[config.mk]
export PLATFORM = sky130hd
export DESIGN_NAME = ps2_scan_fifo
export DESIGN_NICKNAME = d
export VERILOG_FILES = /design/src/rtl/ps2_pkg.sv /design/src/rtl/ps2_prefix_dec.sv /design/src/rtl/ps2_scan_fifo.sv
export SDC_FILE = /design/constraint.sdc
export NUM_CORES = 1
export LEC_CHECK = 0
export ABC_AREA = 1
export CORE_MARGIN = 2
export CORE_UTILIZATION = 35
export CTS_CLUSTER_DIAMETER = 80
export DETAILED_ROUTE_END_ITERATION = 8
export DONT_BUFFER_PORTS = 1
export HOLD_SLACK_MARGIN = 0.06
export PLACE_DENSITY = 0.47
export SLEW_MARGIN = 5
export SYNTH_ARGS = -nofsm -noshare
export SYNTH_HDL_FRONTEND = slang
export SYNTH_SLANG_ARGS = --single-unit
[constraint.sdc]
create_clock -name CLOCK_50 -period 2.5 [get_ports CLOCK_50]
set_input_delay 0.125 -clock CLOCK_50 [delete_from_list [all_inputs] [get_ports CLOCK_50]]
set_output_delay 0.125 -clock CLOCK_50 [all_outputs]
set_load 0.01 [all_outputs]
[src/rtl/ps2_pkg.sv]
// Shared PS/2 scancode constants and the event record carried from prefix decoders to the FIFO.
// Used by ps2_keyboard consumers as well as ps2_scan_fifo.
package ps2_pkg;

  localparam logic [7:0] PS2_PFX_EXT = 8'hE0;
  localparam logic [7:0] PS2_PFX_BRK = 8'hF0;

  // Wide enough for the 4-channel maximum; narrower builds use the low bits.
  localparam int PS2_CHAN_W = 2;

  typedef struct packed {
    logic [PS2_CHAN_W-1:0] chan;
    logic                  ext;
    logic                  brk;
    logic [7:0]            code;
  } ps2_evt_t;

  function automatic logic ps2_is_prefix(input logic [7:0] b);
    return (b == PS2_PFX_EXT) || (b == PS2_PFX_BRK);
  endfunction

endpackage

[src/rtl/ps2_prefix_dec.sv]
// Per-channel E0/F0 prefix folding plus a one-entry pending register; event valid 1 edge after the byte.
// Holds its entry until granted; a further event while holding is dropped and flagged on drop.
module ps2_prefix_dec
  import ps2_pkg::*;
#(
  parameter int CHAN = 0
) (
  input  logic       CLOCK_50,
  input  logic       RESET_N,
  input  logic [7:0] rx_data,
  input  logic       rx_en,
  input  logic       grant,
  output logic       pend_valid,
  output ps2_evt_t   pend_event,
  output logic       drop
);

  localparam logic [PS2_CHAN_W-1:0] CHAN_TAG = PS2_CHAN_W'(CHAN);

  logic ext;
  logic brk;
  logic fire;

  assign fire = rx_en && !ps2_is_prefix(rx_data);
  // The held entry wins even if it is being granted this cycle.
  assign drop = fire && pend_valid;

  always_ff @(posedge CLOCK_50 or negedge RESET_N) begin
    if (!RESET_N) begin
      ext        <= 1'b0;
      brk        <= 1'b0;
      pend_valid <= 1'b0;
      pend_event <= '0;
    end else begin
      if (rx_en) begin
        if (rx_data == PS2_PFX_EXT) begin
          ext <= 1'b1;
        end else if (rx_data == PS2_PFX_BRK) begin
          brk <= 1'b1;
        end else begin
          ext <= 1'b0;
          brk <= 1'b0;
        end
      end
      if (fire && !pend_valid) begin
        pend_valid <= 1'b1;
        pend_event <= '{chan: CHAN_TAG, ext: ext, brk: brk, code: rx_data};
      end else if (grant) begin
        pend_valid <= 1'b0;
      end
    end
  end

endmodule

[src/rtl/ps2_scan_fifo.sv]
// Multi-channel PS/2 scancode collector: fixed-priority arbiter into a show-ahead FIFO, 2-cycle min latency.
// Pending entries wait while full unless rd frees a slot; events lost at a busy pending slot set sticky overflow.
module ps2_scan_fifo
  import ps2_pkg::*;
#(
  parameter  int CHANNELS = 2,
  parameter  int DEPTH    = 16,
  localparam int CW       = (CHANNELS > 1) ? $clog2(CHANNELS) : 1,
  localparam int AW       = $clog2(DEPTH)
) (
  input  logic                  CLOCK_50,
  input  logic                  RESET_N,
  input  logic [8*CHANNELS-1:0] rx_data,
  input  logic [CHANNELS-1:0]   rx_en,
  input  logic                  rd,
  input  logic                  clr_ovf,
  output logic [7:0]            out_code,
  output logic                  out_ext,
  output logic                  out_brk,
  output logic [CW-1:0]         out_chan,
  output logic                  empty,
  output logic                  full,
  output logic [AW:0]           count,
  output logic                  overflow
);

  logic [CHANNELS-1:0] pend_valid;
  logic [CHANNELS-1:0] grant;
  logic [CHANNELS-1:0] drop;
  ps2_evt_t            pend_event [CHANNELS];

  for (genvar i = 0; i < CHANNELS; i++) begin : g_dec
    ps2_prefix_dec #(.CHAN(i)) u_dec (
      .CLOCK_50   (CLOCK_50),
      .RESET_N    (RESET_N),
      .rx_data    (rx_data[8*i +: 8]),
      .rx_en      (rx_en[i]),
      .grant      (grant[i]),
      .pend_valid (pend_valid[i]),
      .pend_event (pend_event[i]),
      .drop       (drop[i])
    );
  end

  logic     wr_en;
  logic     rd_en;
  ps2_evt_t wr_evt;

  // Lowest channel index wins; a read in the same cycle frees the slot of a full FIFO.
  always_comb begin
    grant  = '0;
    wr_en  = 1'b0;
    wr_evt = '0;
    if (!full || rd) begin
      for (int i = 0; i < CHANNELS; i++) begin
        if (pend_valid[i] && !wr_en) begin
          grant[i] = 1'b1;
          wr_en    = 1'b1;
          wr_evt   = pend_event[i];
        end
      end
    end
  end

  assign rd_en = rd && !empty;

  ps2_evt_t      mem [DEPTH];
  logic [AW-1:0] wr_ptr;
  logic [AW-1:0] rd_ptr;

  always_ff @(posedge CLOCK_50) begin
    if (wr_en) begin
      mem[wr_ptr] <= wr_evt;
    end
  end

  always_ff @(posedge CLOCK_50 or negedge RESET_N) begin
    if (!RESET_N) begin
      wr_ptr   <= '0;
      rd_ptr   <= '0;
      count    <= '0;
      overflow <= 1'b0;
    end else begin
      if (wr_en) begin
        wr_ptr <= wr_ptr + AW'(1);
      end
      if (rd_en) begin
        rd_ptr <= rd_ptr + AW'(1);
      end
      case ({wr_en, rd_en})
        2'b10:   count <= count + (AW+1)'(1);
        2'b01:   count <= count - (AW+1)'(1);
        default: count <= count;
      endcase
      if (|drop) begin
        overflow <= 1'b1;
      end else if (clr_ovf) begin
        overflow <= 1'b0;
      end
    end
  end

  assign empty = (count == '0);
  assign full  = (count == (AW+1)'(DEPTH));

  // Outputs read as zero while empty so stale storage never leaks out after reset or a drain.
  ps2_evt_t head;
  logic     unused_chan_bits;

  assign head             = empty ? '0 : mem[rd_ptr];
  assign out_code         = head.code;
  assign out_ext          = head.ext;
  assign out_brk          = head.brk;
  assign out_chan         = head.chan[CW-1:0];
  assign unused_chan_bits = ^head.chan;

endmodule

== Yosys cells after proc, flatten, opt, wreduce, memory -nomap -nowiden ==
Memories as Yosys holds them, arrays and structs flattened.
Cells that the tools add are included.

* Register bits after elaboration: 41
* Memory bits (writable): 192
* Input bits: 22
* Output and inout port bits: 19
* Logic and storage cells: 86
* Memories: 1

* Add/sub/neg operators: 4
* Equality and inequality tests: 9
* Muxes and demuxes: 25
* Bitwise gates (word level): 2
* Reduce and logical (&&, ||, !) cells: 28

{| class="wikitable"
|+ Memory list
! name !! depth !! bits a word !! rd ports !! clocked after Yosys merged registers in !! write ports !! RTL line !! RTL
|-
| mem || 16 || 12 || 1 || 0 || 1 || ps2_scan_fifo.sv:67 || <nowiki>ps2_evt_t mem [DEPTH];</nowiki>
|}

{| class="wikitable"
|+ Operator list
! kind !! number
|-
| == test 8 bit (second input constant) || 4
|-
| two-way mux 12 bit || 2
|-
| two-way mux 1 bit || 19
|-
| two-way mux 11 bit || 1
|-
| two-way mux 10 bit || 1
|-
| one-hot mux 5 bit (2 select lines) || 1
|-
| adder 4 x 1 -> 4 bit (second input constant) || 2
|-
| logical AND 1 bit || 8
|-
| AND reduction 2 bit || 4
|-
| nonzero test 2 bit || 4
|-
| zero test 1 bit || 7
|-
| adder 5 x 1 -> 5 bit (second input constant) || 1
|-
| == test 5 bit (second input constant) || 1
|-
| zero test 5 bit || 1
|-
| subtractor 5 x 1 -> 5 bit (second input constant) || 1
|-
| != test 2 x 1 -> 1 bit (second input constant) || 2
|-
| logical OR 1 bit || 3
|-
| == test 2 x 1 -> 1 bit (second input constant) || 1
|-
| == test 2 bit (second input constant) || 1
|-
| two-way mux 2 bit || 1
|-
| NOT 1 bit || 2
|-
| OR reduction 2 bit || 1
|}

== Logic depth before layout (Yosys ltp) ==
* Depth after elaboration: 10
* Gate-level depth with buffers: 17
* Depth with buffers taken out: 17

== By module ==
Synthesis repeated with hierarchy kept, for this count alone.

* Cell total of the unflattened synthesis: 903
* Area, all modules: 9526.6 sq um

{| class="wikitable"
|+ By module, submodules not included
! module !! times used !! cells an instance !! area an instance (sq um) !! seq. area each (sq um)
|-
| ps2_scan_fifo || 1 || 757 || 8231.6 || 5635.4
|-
| ps2_prefix_dec (g_dec[1].u_dec) || 1 || 74 || 670.6 || 350.3
|-
| ps2_prefix_dec (g_dec[0].u_dec) || 1 || 72 || 624.3 || 325.3
|}

== Worst setup path after synthesis ==
No wires, ideal clock.

* Path kind: register to register
* Start: reg count[0]
* End: reg count[4]
* Setup time: 0.126 ns
* Data arrival time: 2.215 ns
* Data required time: 2.374 ns
* Path slack: 0.158 ns
* Cell stages (with the launch flop): 17
* Path buffers: 1
* Period minus slack after synthesis: 2.342 ns
* Path through: dfrtp_1 > nor2_1 > nand2_1 > nor2_2 > nand2_2 > nand2_2 > buf_4 > ha_1 > xor2_1 > ha_1 > inv_1 > nand2_1 > nand3_1 > nand3_1 > nand2_1 > nand2_1 > o21ai_0

* Longest elaborated chain between the ends: 6
* Elaborated cells on any way between the ends: 13
* Those cells by class: add/sub (2); eq/ne (3); mux (2); reduce/logical (6)

{| class="wikitable"
|+ RTL lines
! item !! RTL line !! RTL
|-
| start: declaration || ps2_scan_fifo.sv:23 || <nowiki>output logic [AW:0] count,</nowiki>
|-
| start signal: assignment || ps2_scan_fifo.sv:91 || <nowiki>2'b10: count <= count + (AW+1)'(1);</nowiki>
|-
| start signal: assignment || ps2_scan_fifo.sv:92 || <nowiki>2'b01: count <= count - (AW+1)'(1);</nowiki>
|-
| start signal: assignment || ps2_scan_fifo.sv:93 || <nowiki>default: count <= count;</nowiki>
|-
| == test 5 bit (*) || ps2_scan_fifo.sv:104 || <nowiki>assign full = (count == (AW+1)'(DEPTH));</nowiki>
|-
| via full || ps2_scan_fifo.sv:22 || <nowiki>output logic full,</nowiki>
|-
| zero test 1 bit (*) || ps2_scan_fifo.sv:54 || <nowiki>if (!full || rd) begin</nowiki>
|-
| logical OR 1 bit (*) || ps2_scan_fifo.sv:54 ||
|-
| two-way mux 1 bit (*) || ps2_scan_fifo.sv:54 ||
|-
| == test 2 x 1 -> 1 bit or == test 2 bit (tied branches) || ps2_scan_fifo.sv:90 || <nowiki>case ({wr_en, rd_en})</nowiki>
|-
| one-hot mux 5 bit (2 select lines) or nonzero test 2 bit (tied branches) || -- ||
|}

Mark *: on every way through the listed nets, which the timed path passes. The rest lies on a longest branch.
A chain may end at the register's enable or synchronous reset.

== Final worst setup path ==
* Start: reg rd_ptr[0]
* End: out out_code[3]

* Longest elaborated chain between the ends: 2

{| class="wikitable"
|+ RTL lines
! item !! RTL line !! RTL
|-
| start: declaration || ps2_scan_fifo.sv:69 || <nowiki>logic [AW-1:0] rd_ptr;</nowiki>
|-
| start signal: assignment || ps2_scan_fifo.sv:88 || <nowiki>rd_ptr <= rd_ptr + AW'(1);</nowiki>
|-
| memory read (16 x 12 bit) || -- ||
|-
| two-way mux 11 bit || ps2_scan_fifo.sv:110 || <nowiki>assign head = empty ? '0 : mem[rd_ptr];</nowiki>
|-
| end: declaration || ps2_scan_fifo.sv:17 || <nowiki>output logic [7:0] out_code,</nowiki>
|}

Every way passes these cells.

==> results.yml <==
outcome:
  status: "finished, final reports clean"
yosys:
  synth_top_area_share_pct: 56.74
  ys_ff_latch: 217
  synth_edf_count: 176
  synthesis.nets: 906
  syn_area_per_cell_um2: 10.64
  yosysMostFrequentCell: "nand2_1"
  synth.yosys.seq_area_share_pct: 67.76
  synth_top_cells_by_count: "327 x nand2_1, 176 x edfxtp_1, 162 x nand3_1, 41 x dfrtp_1, 33 x nor2_1"
  ys_types: 28
  yosysWarnings: 0
  synth_ff_type: "edfxtp_1"
  async_flop_share_pct: 18.89
  synth_top_area_cell: "edfxtp_1"
  syn-instance-count: 875
  syn-cell-area_um2: 9314
  synth_area_leaders: "edfxtp_1 57%, nand2_1 13%, dfrtp_1 11%"
sta:
  fmax_mhz: 424.8
  slew_headroom_pct: 57.80
  fin_hold_ws_ns: 0.07225
  maxSlewViolCount: 0
  finClkSkew_ns: 0.01558
  min_period_ns: 2.354
  max_slew.worst_pin.slew_ns: 0.6306
  setup_ws_ns: 0.1462
  period_share_pct: 94.15
  rsz0062_at_grt: "false"
  setup-violations-final: 0
  finalHoldViolations: 0
  setup-tns-final_ns: 0
die:
  coreArea_um2: 26060
  rows: 59
  initial_core_util_pct: 35.74
  io_pins: 41
  die_w_um: 167.1
  dieArea_um2: 27930
  die_h_um: 167.1
clock_tree:
  cts_sinks: 217
  cts_max_level: 1
  root_buffer: "clkbuf_16"
  clk_path_buf_depth: 3
  clkLatencyLatePin_ns: 0.52
  postCtsSetupBuffers: 0
  cts_made_buffers: 25
  clk_pin_slew_ns: 0.06
  cts_tree: "built"
setup_path:
  arrival_ns: 2.23
  cp-start-kind: "flop"
  crit_path_max_fanout: 27
  cpMostUsedCell: "nand2_1"
  crit_family: "flip-flops"
  crit_start: "rd_ptr[0]$_DFFE_PN0P_"
  cp_num_buf_inv: 2
  crit-reg2reg-launch: "count[3]$_DFFE_PN0P_"
  crit_type: "reg -> out"
  required_ns: 2.38
  slowest_delay_ns: 0.59
  crit_chain: "clkinv_8 -> buf_4 -> nand2_1 -> nand3_1 -> nand3_1 -> nand2_1 -> nand2_1 -> a21oi_2"
  crit_path_end_kind: "output port"
  r2r_slack_ns: 0.29
  crit_slowest_cell: "dfrtp_4"
  r2r-end: "count[4]$_DFFE_PN0P_"
  reg2reg_depth: 17
power:
  vdd_drop_max_uv: 538.5
  leakagePower_nw: 4.440
  p_per_area_nw_per_um2: 1168
final_layout:
  finalInstanceArea_um2: 11140
  diodes: 0
  drive_above_1_share_pct: 12.18
  syn_to_final_growth_pct: 19.59
  final_util_pct: 42.74
  nets: 981
  num-fill-cells: 2472
drt:
  drtAntennaViolNets: 0
  viasPerCell: 4.834
  drt_first_pass_iters: 4
  drc_errors: 0
  dr_total_vias: 6304
  wire_per_inst_um: 18.12
  drt_wl_total_um: 23630
  dr.first_iter.drc_count: 322
job:
  maxCapViolations: 0
placement:
  io_buffers: 0
  place.gp.congestion: 0.7364
  dpl.hpwl_um: 14090
  placed_cell_area_um2: 9948
  dp_slack_ns: 0.2103
grt:
  grt-ovfl-total: 0
  antenna_found_initial: 0
  grt_pass1_wl_um: 37290
  grt_use_total_pct: 17.18
  grt_max_degree: 48
  first_global_vias: 6440
hold_path:
  hold_path.class: "in -> async"
-- placed cells by master (no fill, tap or decap), types with 2 or more instances in the layout --
| master | synthesis | layout |
|---|---|---|
| a21oi_1 | 16 | 16 |
| a21oi_2 | 9 | 9 |
| a31oi_2 | 2 | 2 |
| and3_1 | 2 | 2 |
| buf_12 | 0 | 4 |
| buf_4 | 4 | 51 |
| clkbuf_1 | 8 | 4 |
| clkbuf_16 | 0 | 25 |
| clkbuf_8 | 0 | 2 |
| clkinv_1 | 0 | 6 |
| clkinv_2 | 0 | 6 |
| dfrtp_1 | 41 | 39 |
| dlygate4sd3_1 | 0 | 38 |
| edfxtp_1 | 176 | 176 |
| ha_1 | 9 | 8 |
| inv_1 | 25 | 25 |
| inv_2 | 2 | 2 |
| nand2_1 | 327 | 327 |
| nand2_2 | 2 | 2 |
| nand3_1 | 162 | 162 |
| nor2_1 | 33 | 32 |
| nor2_2 | 1 | 2 |
| nor3_2 | 0 | 3 |
| o21ai_0 | 7 | 7 |
| xor2_1 | 7 | 6 |
-- power by group --
part	internal (W)	total, W	switching (W)
Clock	0.00199	0.00342	0.00143
Combinational	0.00149	0.00469	0.00320
Sequential	0.00463	0.00490	0.000270
-- kinds of logic (layout without fill, tap and decap cells) --
family,after synthesis,after routing,share of synthesized area (%)
buf+inv,73,167,3.882
flops,217,217,67.76
simple gates,532,532,23.89
fa+ha+maj,9,9,1.209
xor+xnor,8,8,0.7523
compound gates,36,36,2.512
-- metrics by stage --
stage               power [W]  std cells
detailed placement   0.009647       1219
global placement     0.009640       1219
floorplan            0.007996        875
global route          0.01384       1304
finish                0.01301       1304
CTS                   0.01316       1304
-- layer usage --
layer  up-vias  track usage (%)  part of all wire (%)
li1       3135                -                     -
met1      3025            23.88                    46
met2       114            28.77                    48
met3        30            2.434                   4.9
met4         0            3.939                   1.7
met5         -                0                     0
-- final cells by class --
cell class	count	area, µm²	share of cell area, %
clock inverters	15	98.84	0.8874
clock buffers	31	668.1	5.999
multi-input cells	585	2675	24.02
flip-flops and latches	217	6316	56.71
inverters	28	117.6	1.056
well taps	335	419.2	3.763
repair buffers	93	843.3	7.571
-- worst max path at each step --
stage                                end  slack [ns]  cells after the start
detailed placement  count[4]$_DFFE_PN0P_        0.21                     17
global route                 out_code[0]        0.01                      9
finish                       out_code[3]        0.15                      8
global placement    count[4]$_DFFE_PN0P_        0.24                     17
floorplan           count[4]$_DFFE_PN0P_        0.16                     16
CTS                          out_code[3]        0.02                      8
-- sequential cells by signal, summed over array words and instances, names as in the netlist --
signal                  count
mem                       176
g_dec.u_dec.pend_event     21
count                       5
rd_ptr                      4
wr_ptr                      4
g_dec.u_dec.brk             2
g_dec.u_dec.ext             2
g_dec.u_dec.pend_valid      2
overflow                    1
-- timing repair --
| item | CTS | global route |
|---|---|---|
| resized for setup | 1 | 5 |
| endpoints found under the hold margin | 73 | 0 |
| endpoints found under the setup margin | 7 | 9 |
| hold buffers | 39 | 0 |
Note: power is estimated with default switching activity, not from simulation.
